**src/rtl/motor_safety_monitor.sv**
```systemverilog
// Multi-channel motor safety monitor: per-channel ADC rail-stuck, regulation, overcurrent and
// overtemperature detection with masked sticky latching, amplifier disable and priority fault code.

module motor_safety_ch #(
    parameter int ERR_W   = 17,
    parameter int ADC_W   = 16,
    parameter int CNT_W   = 12,
    parameter int STUCK_N = 4
) (
    input  logic             pwmclk,
    input  logic             rst,
    input  logic             clear_disable,
    input  logic             ctrl_active,
    input  logic             err_valid,
    input  logic [ERR_W-1:0] err_in,
    input  logic [15:0]      err_thresh,
    input  logic             adc_valid,
    input  logic [ADC_W-1:0] adc_in,
    input  logic             hb_fault_n,
    input  logic             hb_otw_n,
    input  logic [3:0]       fault_mask,
    output logic [3:0]       fault_latched,
    output logic [3:0]       fault_code,
    output logic             amp_disable
);
    localparam int              CMP_W      = (ERR_W > 16) ? ERR_W : 16;
    localparam logic [CNT_W-1:0] CNT_TOP   = '1;
    localparam logic [3:0]      STUCK_MAX  = 4'(STUCK_N);
    localparam logic [ERR_W-1:0] ERR_MIN   = {1'b1, {(ERR_W-1){1'b0}}};
    localparam logic [ERR_W-1:0] ERR_MAXP  = {1'b0, {(ERR_W-1){1'b1}}};
    localparam logic [ERR_W-1:0] ERR_ONE   = {{(ERR_W-1){1'b0}}, 1'b1};

    typedef struct packed {
        logic otemp;
        logic ocur;
        logic reg_f;
        logic adc;
    } fault_t;

    logic [CNT_W-1:0] reg_cnt;
    logic [3:0]       stuck_cnt;
    logic [ERR_W-1:0] err_abs;
    logic             err_bad;
    logic             adc_rail;
    fault_t           raw;
    logic [3:0]       code_nxt;

    // Most-negative input has no positive twin; clamp it to the largest magnitude.
    always_comb begin
        err_abs = err_in[ERR_W-1] ? (~err_in + ERR_ONE) : err_in;
        if (err_in == ERR_MIN)
            err_abs = ERR_MAXP;
    end

    assign err_bad  = CMP_W'(err_abs) > CMP_W'(err_thresh);
    assign adc_rail = (adc_in == '0) || (adc_in == '1);

    always_ff @(posedge pwmclk) begin
        if (rst || clear_disable || !ctrl_active)
            reg_cnt <= CNT_TOP;
        else if (err_valid) begin
            if (err_bad)
                reg_cnt <= (reg_cnt == '0) ? reg_cnt : reg_cnt - 1'b1;
            else
                reg_cnt <= (reg_cnt == CNT_TOP) ? reg_cnt : reg_cnt + 1'b1;
        end
    end

    always_ff @(posedge pwmclk) begin
        if (rst || clear_disable)
            stuck_cnt <= '0;
        else if (adc_valid) begin
            if (adc_rail)
                stuck_cnt <= (stuck_cnt == STUCK_MAX) ? stuck_cnt : stuck_cnt + 1'b1;
            else
                stuck_cnt <= '0;
        end
    end

    // Counter-based faults look at last cycle's registered state, so they latch one edge late.
    always_comb begin
        raw.adc   = (stuck_cnt == STUCK_MAX);
        raw.reg_f = (reg_cnt == '0) && ctrl_active;
        raw.ocur  = ~hb_fault_n & hb_otw_n;
        raw.otemp = ~hb_fault_n & ~hb_otw_n;
    end

    always_ff @(posedge pwmclk) begin
        if (rst || clear_disable)
            fault_latched <= '0;
        else
            fault_latched <= fault_latched | (raw & ~fault_mask);
    end

    always_comb begin
        code_nxt = 4'd0;
        if (fault_latched[3]) code_nxt = 4'd4;
        if (fault_latched[2]) code_nxt = 4'd3;
        if (fault_latched[1]) code_nxt = 4'd2;
        if (fault_latched[0]) code_nxt = 4'd1;
    end

    always_ff @(posedge pwmclk) begin
        if (rst) begin
            amp_disable <= 1'b0;
            fault_code  <= '0;
        end else begin
            amp_disable <= |fault_latched;
            fault_code  <= code_nxt;
        end
    end
endmodule

module motor_safety_monitor #(
    parameter int NUM_CH  = 4,
    parameter int ERR_W   = 17,
    parameter int ADC_W   = 16,
    parameter int CNT_W   = 12,
    parameter int STUCK_N = 4
) (
    input  logic                    pwmclk,
    input  logic                    rst,
    input  logic                    clear_disable,
    input  logic [NUM_CH-1:0]       ctrl_active,
    input  logic [NUM_CH-1:0]       err_valid,
    input  logic [NUM_CH*ERR_W-1:0] err_in,
    input  logic [NUM_CH*16-1:0]    err_thresh,
    input  logic [NUM_CH-1:0]       adc_valid,
    input  logic [NUM_CH*ADC_W-1:0] adc_in,
    input  logic [NUM_CH-1:0]       hb_fault_n,
    input  logic [NUM_CH-1:0]       hb_otw_n,
    input  logic [NUM_CH*4-1:0]     fault_mask,
    output logic [NUM_CH*4-1:0]     fault_latched,
    output logic [NUM_CH*4-1:0]     fault_code,
    output logic [NUM_CH-1:0]       amp_disable,
    output logic                    any_fault
);
    for (genvar c = 0; c < NUM_CH; c++) begin : g_ch
        motor_safety_ch #(
            .ERR_W  (ERR_W),
            .ADC_W  (ADC_W),
            .CNT_W  (CNT_W),
            .STUCK_N(STUCK_N)
        ) u_ch (
            .pwmclk       (pwmclk),
            .rst          (rst),
            .clear_disable(clear_disable),
            .ctrl_active  (ctrl_active[c]),
            .err_valid    (err_valid[c]),
            .err_in       (err_in[c*ERR_W +: ERR_W]),
            .err_thresh   (err_thresh[c*16 +: 16]),
            .adc_valid    (adc_valid[c]),
            .adc_in       (adc_in[c*ADC_W +: ADC_W]),
            .hb_fault_n   (hb_fault_n[c]),
            .hb_otw_n     (hb_otw_n[c]),
            .fault_mask   (fault_mask[c*4 +: 4]),
            .fault_latched(fault_latched[c*4 +: 4]),
            .fault_code   (fault_code[c*4 +: 4]),
            .amp_disable  (amp_disable[c])
        );
    end

    assign any_fault = |amp_disable;
endmodule

```
**config.mk**
```make
export PLATFORM = sky130hd
export DESIGN_NAME = motor_safety_monitor
export DESIGN_NICKNAME = d
export VERILOG_FILES = /design/src/rtl/motor_safety_monitor.sv
export SDC_FILE = /design/constraint.sdc
export NUM_CORES = 1
export LEC_CHECK = 0
export CAP_MARGIN = 20
export CORE_MARGIN = 3
export CORE_UTILIZATION = 25
export CTS_BUF_LIST = sky130_fd_sc_hd__clkbuf_8 sky130_fd_sc_hd__clkbuf_16
export DETAILED_ROUTE_END_ITERATION = 7
export GPL_TIMING_DRIVEN = 1
export PLACE_DENSITY = 0.48
export SETUP_SLACK_MARGIN = 0.2
export SLEW_MARGIN = 10
export SYNTH_ARGS = -nofsm -noshare
export SYNTH_HDL_FRONTEND = slang
export SYNTH_SLANG_ARGS = --single-unit
```
**constraint.sdc**
```tcl
create_clock -name pwmclk -period 18.2 [get_ports pwmclk]
set_input_delay 2.73 -clock pwmclk [delete_from_list [all_inputs] [get_ports pwmclk]]
set_output_delay 2.73 -clock pwmclk [all_outputs]
set_load 0.01 [all_outputs]
```
## After elaboration in Yosys (flattened, before gate mapping)

Index checks and enable logic that the tools add are counted.
Widths: inputs -> output; s select.

| storage, ports and cells | value |
|---|---|
| bits in registers | 96 |
| latch bits | 0 |
| memory bits (writable) | 0 |
| bits in read-only memories | 0 |
| bits of input ports | 235 |
| output and inout port bits | 37 |
| word-level logic and storage cells | 198 |
| memories | 0 |

| cells by class | value |
|---|---|
| $add $sub $neg | 16 |
| $mul | 0 |
| div/mod/pow operators | 0 |
| magnitude comparators | 4 |
| eq/ne operators | 28 |
| shifts and indexed selects | 0 |
| multiplexer cells | 44 |
| bitwise operators | 32 |
| reductions and logical operators | 46 |

Operators with widths:

| cell | count |
|---|---|
| $mux 12 | 12 |
| $mux 17 | 8 |
| $add 17x1->17 const B | 4 |
| $eq 17x17->1 const B | 4 |
| $gt 17x16->1 | 4 |
| $not 17->17 | 4 |
| $eq 16x16->1 const B | 4 |
| $logic_not 16->1 | 4 |
| $add 12x1->12 const B | 4 |
| $eq 12x12->1 const B | 4 |
| $logic_not 12->1 | 4 |
| $sub 12x1->12 const B | 4 |
| $reduce_or 4->1 | 9 |
| $mux 4 | 8 |
| $add 4x1->4 const B | 4 |
| $and 4x4->4 | 4 |
| $eq 4x3->1 const B | 4 |
| $mux 2 | 8 |
| $ne 2x2->1 const B | 8 |
| $not 4->4 | 4 |
| $or 4x4->4 | 4 |
| $mux 3 | 4 |
| $reduce_and 3->1 | 4 |
| $logic_or 1x1->1 | 9 |
| 8 further kinds | 40 |

## Logic depth before layout (Yosys ltp)

Gate-level depths: netlist (run 1).

| depth | value |
|---|---|
| depth after elaboration | 7 |
| mapped depth | 23 |
| depth with buffers taken out | 23 |

## By module

Synthesis (run 1) repeated with hierarchy kept, for this count alone.

| unflattened totals | value |
|---|---|
| cells, all modules | 1253 |
| area, all modules | 9471.6 sq um |

Modules (own cells, without submodules):

| module | instances | cells each | area each (sq um) |
|---|---|---|---|
| motor_safety_ch (g_ch[0].u_ch ...) | 3 | 315 | 2384.8 |
| motor_safety_ch (g_ch[1].u_ch) | 1 | 307 | 2309.7 |
| motor_safety_monitor | 1 | 1 | 7.5 |

## Worst setup path after synthesis (run 1)

Ideal clock, no wire load.

| path | value |
|---|---|
| kind | input to register |
| from | input err_in[57] |
| to | register g_ch[3].u_ch.reg_cnt[10] |
| library setup time | 0.122 ns |
| arrival | 7.872 ns |
| data required time | 18.078 ns |
| path slack | 10.206 ns |
| stages | 20 |
| cell sequence | or3_4 -> or4_4 -> or4_1 -> or3_1 -> nand2b_4 -> a21oi_2 -> a31oi_1 -> ha_1 -> nand3_1 -> nor4_1 -> a21oi_1 -> a21boi_1 -> ha_1 -> nor2b_1 -> o21ai_0 -> a21oi_1 -> o211a_1 -> o21a_1 -> or3_1 -> a311o_1 |

| on the way | value |
|---|---|
| word-level cells in the longest chain between the ends | 7 |
| elaborated cells between the ends (all ways) | 10 |
| classes of those cells | add/sub: 1; order compare: 1; eq/ne: 3; mux: 3; bitwise: 1; reduce/logical: 1 |

Ends and longest elaborated chain:

| what | RTL line | RTL |
|---|---|---|
| start, declared | 126 | `input logic [NUM_CH*ERR_W-1:0] err_in,` |
| $not 17->17 | 50 | `err_abs = err_in[ERR_W-1] ? (~err_in + ERR_ONE) : err_in;` |
| $add 17x1->17 | 50 |  |
| $mux 17 | 50 |  |
| $mux 17 * | 51 | `if (err_in == ERR_MIN)` |
| $gt 17x16->1 * | 55 | `assign err_bad = CMP_W'(err_abs) > CMP_W'(err_thresh);` |
| $ne 2x2->1 (no source line) or $ne 2x1->1 (tied branches) | -- |  |
| $reduce_and 3->1 (no source line) | -- |  |
| end signal, assigned | 63 | `reg_cnt <= (reg_cnt == '0) ? reg_cnt : reg_cnt - 1'b1;` |
| end signal, assigned | 65 | `reg_cnt <= (reg_cnt == CNT_TOP) ? reg_cnt : reg_cnt + 1'b1;` |
| end, declared | 40 | `logic [CNT_W-1:0] reg_cnt;` |

Mark *: on every way between the ends. The rest lies on a longest branch, timed or not.
A chain may end at the register's enable or synchronous reset.

## Worst setup path in the final report (run 1)

| path | value |
|---|---|
| from | input err_in[41] |
| to | register g_ch[2].u_ch.reg_cnt[10] |

| on the way | value |
|---|---|
| word-level cells in the longest chain between the ends | 7 |
| elaborated cells between the ends (all ways) | 10 |
| classes of those cells | add/sub: 1; order compare: 1; eq/ne: 3; mux: 3; bitwise: 1; reduce/logical: 1 |

Ends and longest elaborated chain:

| what | RTL line |
|---|---|
| $not 17->17 | 50 |
| $add 17x1->17 | 50 |
| $mux 17 | 50 |
| $mux 17 * | 51 |
| $gt 17x16->1 * | 55 |
| $ne 2x2->1 (no source line) or $ne 2x1->1 (tied branches) | -- |
| $reduce_and 3->1 (no source line) | -- |
| end signal, assigned | 63 |
| end signal, assigned | 65 |
| end, declared | 40 |

Marks and branches as above.

==> reports/metrics.csv, run 1 <==
metric,value,unit
status,completed,
setup_violations,0,
timing.critical_path.to_type,register,
post_synth_design_cell_area,0.00908,mm2
ff2ff_setup_slack,15.70,ns
synthDistinctLibCells,60,
postRouteAntennaNets,0,
final.setup.tns,0,ns
clkLatencyLatePin,0.35,ns
grt_first_pass_wirelength,44900,um
leakagePower,5.26,nW
nNetsFinal,1813,
min_path_cells,2,
rr_worst_depth,8,
cts.reportedPaths.clkPinSlew,0.07,ns
dp.final_hpwl,22900,um
wl_per_cell,14.5,um
yosysMostFrequentCell,sky130_fd_sc_hd__nand2_1,
post_synth_inst_count,1207,
grt_overflow,0,
final.setup.worst_slack,9.50,ns
criticalPathCategory,in -> reg,
diodes,0,
yosys.area.top_type,sky130_fd_sc_hd__dfxtp_1,
syn_to_final_growth,38.2,%
detail_route.iter0.violations,345,
final-max-slew-violation-count,0,
aggregate_global_route_resource_usage,14.0,%
cts_buffers,9,
fp.dieW,197,um
post_route_worst_hold_slack,0.496,ns
worst_hold_path.endpoint,g_ch[2].u_ch.stuck_cnt[1],
timing_hold_violations_final,0,
slew_headroom,34.3,%
critPathLaunchType,input port,
gp_routability_congestion,0.818,
cts.root.buffer_cell,sky130_fd_sc_hd__clkbuf_16,
floorplan.die_area,0.0386,mm2
maximum_number_of_pins_on_one_net_before_global_route_repair,22,
ys_seq_elements,96,
worstPathArrival,8.91,ns
power_density,61.7,mW/mm2
dominantRegCellSynth,sky130_fd_sc_hd__dfxtp_1,
finalClockSkew,0.00770,ns
ioPinCount,272,
r2r-end,g_ch[2].u_ch.reg_cnt[10],
firstDrtPassIters,5,
min-delay-start,g_ch[2].u_ch.stuck_cnt[1],
cts.repair_timing.setup_buffer_count,0,
yosysTopAreaCellShare,21.2,%
min_delay_worst_type,reg -> reg,
fin_crit,8.70,ns
synth_edf_count,0,
htreeDepth,3,
total_wirelength,28000,um
post-route-drc-count,0,
synthesis.yosys.warnings,0,
timing_worst_slew_pin_value,0.986,ns
dpl.cell_count,1908,
cts.repair.resized,0,
antenna_found_initial,0,
start_util,25.5,%
clock_sink_count,96,
timing.rr.start,g_ch[2].u_ch.reg_cnt[2],
core,0.0357,mm2
final_layout_size_suffix_gt1_share,2.26,%
synth-seq-area-share,21.2,%
synth_top_cells_by_count,"sky130_fd_sc_hd__nand2_1 (127), sky130_fd_sc_hd__ha_1 (116), sky130_fd_sc_hd__inv_1 (107), sky130_fd_sc_hd__dfxtp_1 (96), sky130_fd_sc_hd__a21oi_1 (79)",
ir_worst_vdd,0.0411,mV
biggest_area_contributors_in_the_synthesized_netlist,"sky130_fd_sc_hd__dfxtp_1 (21%), sky130_fd_sc_hd__ha_1 (16%), sky130_fd_sc_hd__xor2_1 (5.5%)",
vias_per_cell,4.86,
cts.hold.buffers_added,0,
critPathMaxFanout,10,
rsz0062_at_grt,no,
layout.filler_cells,3756,
preCtsSetupSlack,9.22,ns
port_buffers,267,
die_y,197,um
synth.avg_cell_area,7.52,um2
synthArstFlopShare,0,%
fp-row-count,69,
cts_tree,built,
worst-endpoint-required,18.42,ns
ctsLongestPathBuffers,2,
post-route-period-util,47.8,%
total_of_max_cap_violations,0,
fmaxAchievable,115,MHz
final-instance-count-excl-fill,1924,
vias,9351,
first_global_vias,9149,
where the power goes:
group | switching [mW] | internal [mW]
sequential | 0.00681 | 0.216
clock | 0.0915 | 0.122
combinational | 0.171 | 0.167
total | 0.269 | 0.505
cell families after synthesis:
kind of cell / Yosys count / synth area share [%]
and+or+nand+nor: 450 / 24.8
AOI/OAI and AO/OA: 291 / 20.3
buffers and inverters: 142 / 6.23
adders and majority gates: 120 / 16.9
DFF: 96 / 21.2
xor gates and xnor gates: 93 / 8.97
muxes: 14 / 1.54
other: 1 / 0.0413
layout make-up:
class                   count  area, um2  share of cell area [%]
flip-flops and latches     96       1920                    15.3
clock buffers               9        225                    1.80
inverters                 107        402                    3.20
well taps                 461        577                    4.60
clock inverters             7        103                   0.818
repair buffers            272       2710                    21.6
multi-input cells         972       6600                    52.7
how the worst max path moves through the flow:
stage | start | end | slack (ns) | cells past startpoint
2_1_floorplan | err_in[57] | g_ch[3].u_ch.reg_cnt[10] | 10.21 | 20
3_3_place_gp | err_in[23] | g_ch[1].u_ch.reg_cnt[11] | 9.28 | 20
3_5_place_dp | err_in[37] | g_ch[2].u_ch.reg_cnt[10] | 9.22 | 20
4_1_cts | err_in[37] | g_ch[2].u_ch.reg_cnt[10] | 9.59 | 20
5_1_grt | err_in[23] | g_ch[1].u_ch.reg_cnt[11] | 8.91 | 18
6_report | err_in[41] | g_ch[2].u_ch.reg_cnt[10] | 9.50 | 21
metal layers:
layer | track usage [%] | part of all wire (%) | routed length, um
met5 | 0 | 0 | 0
met4 | 3.56 | 1.6 | 451
met2 | 24.3 | 47 | 13100
met1 | 17.6 | 45 | 12700
met3 | 2.97 | 6.2 | 1730
sequential cells by signal (all words and copies together) (netlist names):
name	count
g_ch.u_ch.amp_disable	4
g_ch.u_ch.fault_code	12
g_ch.u_ch.reg_cnt	48
g_ch.u_ch.fault_latched	16
g_ch.u_ch.stuck_cnt	16
layout by cell type, fill, tap and decap left out, types with 18 or more instances in the layout:
| cell type | n |
|---|---|
| sky130_fd_sc_hd__nand2_1 | 127 |
| sky130_fd_sc_hd__dfxtp_1 | 96 |
| sky130_fd_sc_hd__xor2_1 | 57 |
| sky130_fd_sc_hd__o21ai_0 | 67 |
| sky130_fd_sc_hd__nand3_1 | 54 |
| sky130_fd_sc_hd__nor2_1 | 74 |
| sky130_fd_sc_hd__nor3_1 | 32 |
| sky130_fd_sc_hd__a21oi_1 | 79 |
| sky130_fd_sc_hd__ha_1 | 116 |
| sky130_fd_sc_hd__o21a_1 | 20 |
| sky130_fd_sc_hd__xnor2_1 | 36 |
| sky130_fd_sc_hd__a31oi_1 | 18 |
| sky130_fd_sc_hd__inv_1 | 107 |
| sky130_fd_sc_hd__nor4_1 | 40 |
| sky130_fd_sc_hd__clkdlybuf4s50_1 | 267 |
| sky130_fd_sc_hd__o31ai_1 | 18 |
| sky130_fd_sc_hd__nand4_1 | 37 |
critical path, cell delays in order:
cell and delay, ns:
sky130_fd_sc_hd__clkdlybuf4s50_1 0.46, sky130_fd_sc_hd__or3_1 0.39, sky130_fd_sc_hd__or4_1 0.46, sky130_fd_sc_hd__or4_1 0.51, sky130_fd_sc_hd__nand2b_1 0.17, sky130_fd_sc_hd__a21oi_1 0.14
sky130_fd_sc_hd__a31oi_1 0.06, sky130_fd_sc_hd__ha_1 0.36, sky130_fd_sc_hd__nand4_1 0.17, sky130_fd_sc_hd__or4_1 0.58, sky130_fd_sc_hd__o211a_1 0.29, sky130_fd_sc_hd__or2_2 0.33
sky130_fd_sc_hd__inv_1 0.27, sky130_fd_sc_hd__ha_1 0.34, sky130_fd_sc_hd__nor2b_1 0.14, sky130_fd_sc_hd__o21ai_0 0.22, sky130_fd_sc_hd__a21oi_1 0.13, sky130_fd_sc_hd__o41ai_1 0.55
sky130_fd_sc_hd__nor3_1 0.10, sky130_fd_sc_hd__a2111oi_0 0.41, sky130_fd_sc_hd__o21ai_0 0.12
per-stage QoR:
stage / util, % / area (um2) / power (mW)
CTS: 35.2 / 12500 / 0.786
finish: 35.2 / 12500 / 0.774
global placement: 34.3 / 12200 / 0.565
floorplan: - / 9090 / 0.450
detailed placement: 34.3 / 12200 / 0.564
global route: 35.2 / 12500 / 0.837
(Power assumes the default switching activity.)
==> run 2, diff against run 1 <==
Settings changed: PLACE_DENSITY 0.48 to 0.5.
Clock period 18.2 ns to 7.1 ns, I/O delays scaled along.
==> run 2 against run 1 <==
Final area grew 1.4%. Setup slack lost 8.9 ns. Register-to-register slack lost 11 ns. Non-clock buffer count grew 23. First-iteration DRC count grew 15%. Sequential share of layout area shrank 0.21 points. Clock skew shrank 0.0011 ns. Clock power grew 120%. Power grew to 2.5 times the previous value. Die area is the same. Flip-flop and latch count is the same. Sequential power grew to 2.6 times the previous value. Largest cell class unchanged.
==> reports/metrics.csv, run 2 (synthesis results as in run 1) <==
metric,value,unit
total_wirelength,28200,um
critPathMaxFanout,7,
cts_buffers,9,
reg.largest.list,"g_ch.u_ch.reg_cnt x48, g_ch.u_ch.fault_latched x16, g_ch.u_ch.stuck_cnt x16",
ff2ff_setup_slack,4.57,ns
htreeDepth,3,
worstPathArrival,6.81,ns
timing_worst_slew_pin_value,0.816,ns
route.layer.met1.wl,12600,um
routed-wl-met3,1820,um
gp_routability_congestion,0.801,
fp.dieW,197,um
commonest_non_fill_non_tap_cell_in_the_layout,sky130_fd_sc_hd__clkdlybuf4s50_1,
p_switching,0.702,mW
port_buffers,267,
post-route-drc-count,0,
internal-power,1.25,mW
total_of_max_cap_violations,0,
final-max-slew-violation-count,0,
leakagePower,5.37,nW
timing.critical_path.to_type,register,
antenna_found_initial,0,
core,0.0357,mm2
finalClockSkew,0.00658,ns
maximum_number_of_pins_on_one_net_before_global_route_repair,23,
cp_top_family,simple AND/OR/NAND/NOR gates,
start_util,25.5,%
postRouteAntennaNets,0,
slew_headroom,45.6,%
layout.core_utilization,35.7,%
critPathMostFrequentCell,sky130_fd_sc_hd__or4_1,
final.setup.tns,0,ns
setup_violations,0,
dpl.cell_count,1931,
grt_first_pass_wirelength,45800,um
clkLatencyLatePin,0.35,ns
syn_to_final_growth,40.1,%
nNetsFinal,1836,
detail_route.iter0.violations,398,
critPathLaunchType,input port,
fin_crit,6.52,ns
post-route-period-util,91.8,%
mostFrequentLayoutCells,"sky130_fd_sc_hd__clkdlybuf4s50_1 (267), sky130_fd_sc_hd__nand2_1 (127), sky130_fd_sc_hd__ha_1 (116), sky130_fd_sc_hd__inv_1 (107), sky130_fd_sc_hd__dfxtp_1 (96)",
ir_worst_vdd,0.103,mV
dp.final_hpwl,23200,um
vias,9482,
criticalPathCategory,in -> reg,
ioPinCount,272,
worst-endpoint-required,7.39,ns
net_switching_fraction_of_the_power,36.0,%
final_layout_size_suffix_gt1_share,4.24,%
critical_path.slowest_cell,sky130_fd_sc_hd__or4_1,
fp-row-count,69,
final-instance-count-excl-fill,1947,
grt_overflow,0,
cts_tree,built,
firstDrtPassIters,7,
min_delay_worst_type,reg -> reg,
aggregate_global_route_resource_usage,14.3,%
portion_of_total_power_attributed_to_the_clock_network,24.4,%
ctsLongestPathBuffers,2,
largest_register,g_ch.u_ch.reg_cnt,
cp_num_buf_inv,4,
power.total,1.95,mW
timing_hold_violations_final,0,
combinationalPowerShare,46.4,%
diodes,0,
power.sequential.fraction,29.3,%
fmaxAchievable,153,MHz
power_density,153,mW/mm2
rsz0062_at_grt,no,
cts.reportedPaths.clkPinSlew,0.07,ns
worstPathCellList,"clkdlybuf4s50_1, or3_1, or4_1, or4_1, nand2b_1, a21oi_1, a31oi_1, ha_1, nand4_1, or4_1, o211a_1, or2_2, inv_1, buf_4, ha_1, o21ai_0, inv_1, a21oi_2, a211oi_1, a211oi_2, mux2i_1, mux2i_1",
cts.repair_timing.setup_buffer_count,0,
cts.root.buffer_cell,sky130_fd_sc_hd__clkbuf_16,
vias_per_cell,4.87,
wl_per_cell,14.5,um
wl_met2,13500,um
max_stage_delay,0.58,ns
status,completed,
die_y,197,um
largest_register_ffs,48,
clock_sink_count,96,
floorplan.die_area,0.0386,mm2
first_global_vias,9396,
route.top_layer_used,met4,
[run 2: layout make-up]
class	instances	area (um2)
clock buffer	9	225
timing repair buffer	295	2900
fill	3761	22900
clock inverter	7	56.3
tap	461	577
multi-input combinational	972	6640
inverter	107	402
sequential	96	1920
[run 2: stage by stage]
stage | setup WS, ns | instance area (um2) | hold WS [ns]
floorplan | 0.771 | 9090 | 0.466
global placement | 0.239 | 12400 | 0.480
detailed placement | 0.140 | 12400 | 0.486
CTS | 0.492 | 12700 | 0.497
global route | 0.203 | 12700 | 0.537
finish | 0.579 | 12700 | 0.497
[run 2: worst paths after layout]
check                                               start                   endpoint  depth (start not counted)
worst max-delay path                           err_in[41]   g_ch[2].u_ch.reg_cnt[11]                         22
worst min-delay path            g_ch[0].u_ch.stuck_cnt[1]  g_ch[0].u_ch.stuck_cnt[1]                          2
worst max register to register    g_ch[0].u_ch.reg_cnt[0]   g_ch[0].u_ch.reg_cnt[10]                          9
worst min register to register  g_ch[0].u_ch.stuck_cnt[1]  g_ch[0].u_ch.stuck_cnt[1]                          2
[run 2: power groups by stage]
stage          combinational, mW  sequential (mW)  clock, mW
5_1_grt                     1.02            0.574      0.518
6_report                   0.905            0.571      0.475
2_1_floorplan              0.576            0.578          0
4_1_cts                    0.904            0.571      0.500
3_5_place_dp               0.895            0.584          0
3_3_place_gp               0.891            0.584          0
[run 2: per-layer routing]
| metal | vias up | track usage (%) |
|---|---|---|
| met5 | - | 0 |
| met3 | 16 | 3.40 |
| met2 | 237 | 25.6 |
| li1 | 4908 | - |
| met1 | 4321 | 17.6 |
| met4 | 0 | 2.46 |
[run 2: repair_timing]
| action | in CTS | in global routing |
|---|---|---|
| resized for setup | 0 | 9 |
| hold buffers | 0 | 0 |
| endpoints found under the hold margin | 0 | 0 |
| setup endpoints to repair | 0 | 7 |
[run 2: worst min-delay path, delay by kind of cell (launching register included)]
kind,cells,cell delay (ns)
and+or+nand+nor,1,0.06
DFF,1,0.34
AOI/OAI and AO/OA,1,0.05
==> run 3, diff against run 2 <==
Settings changed: CTS_BUF_LIST sky130_fd_sc_hd__clkbuf_8 sky130_fd_sc_hd__clkbuf_16 to default.
==> results of run 3 <==
Final layout, timing and power as in run 2 (identical DEF).
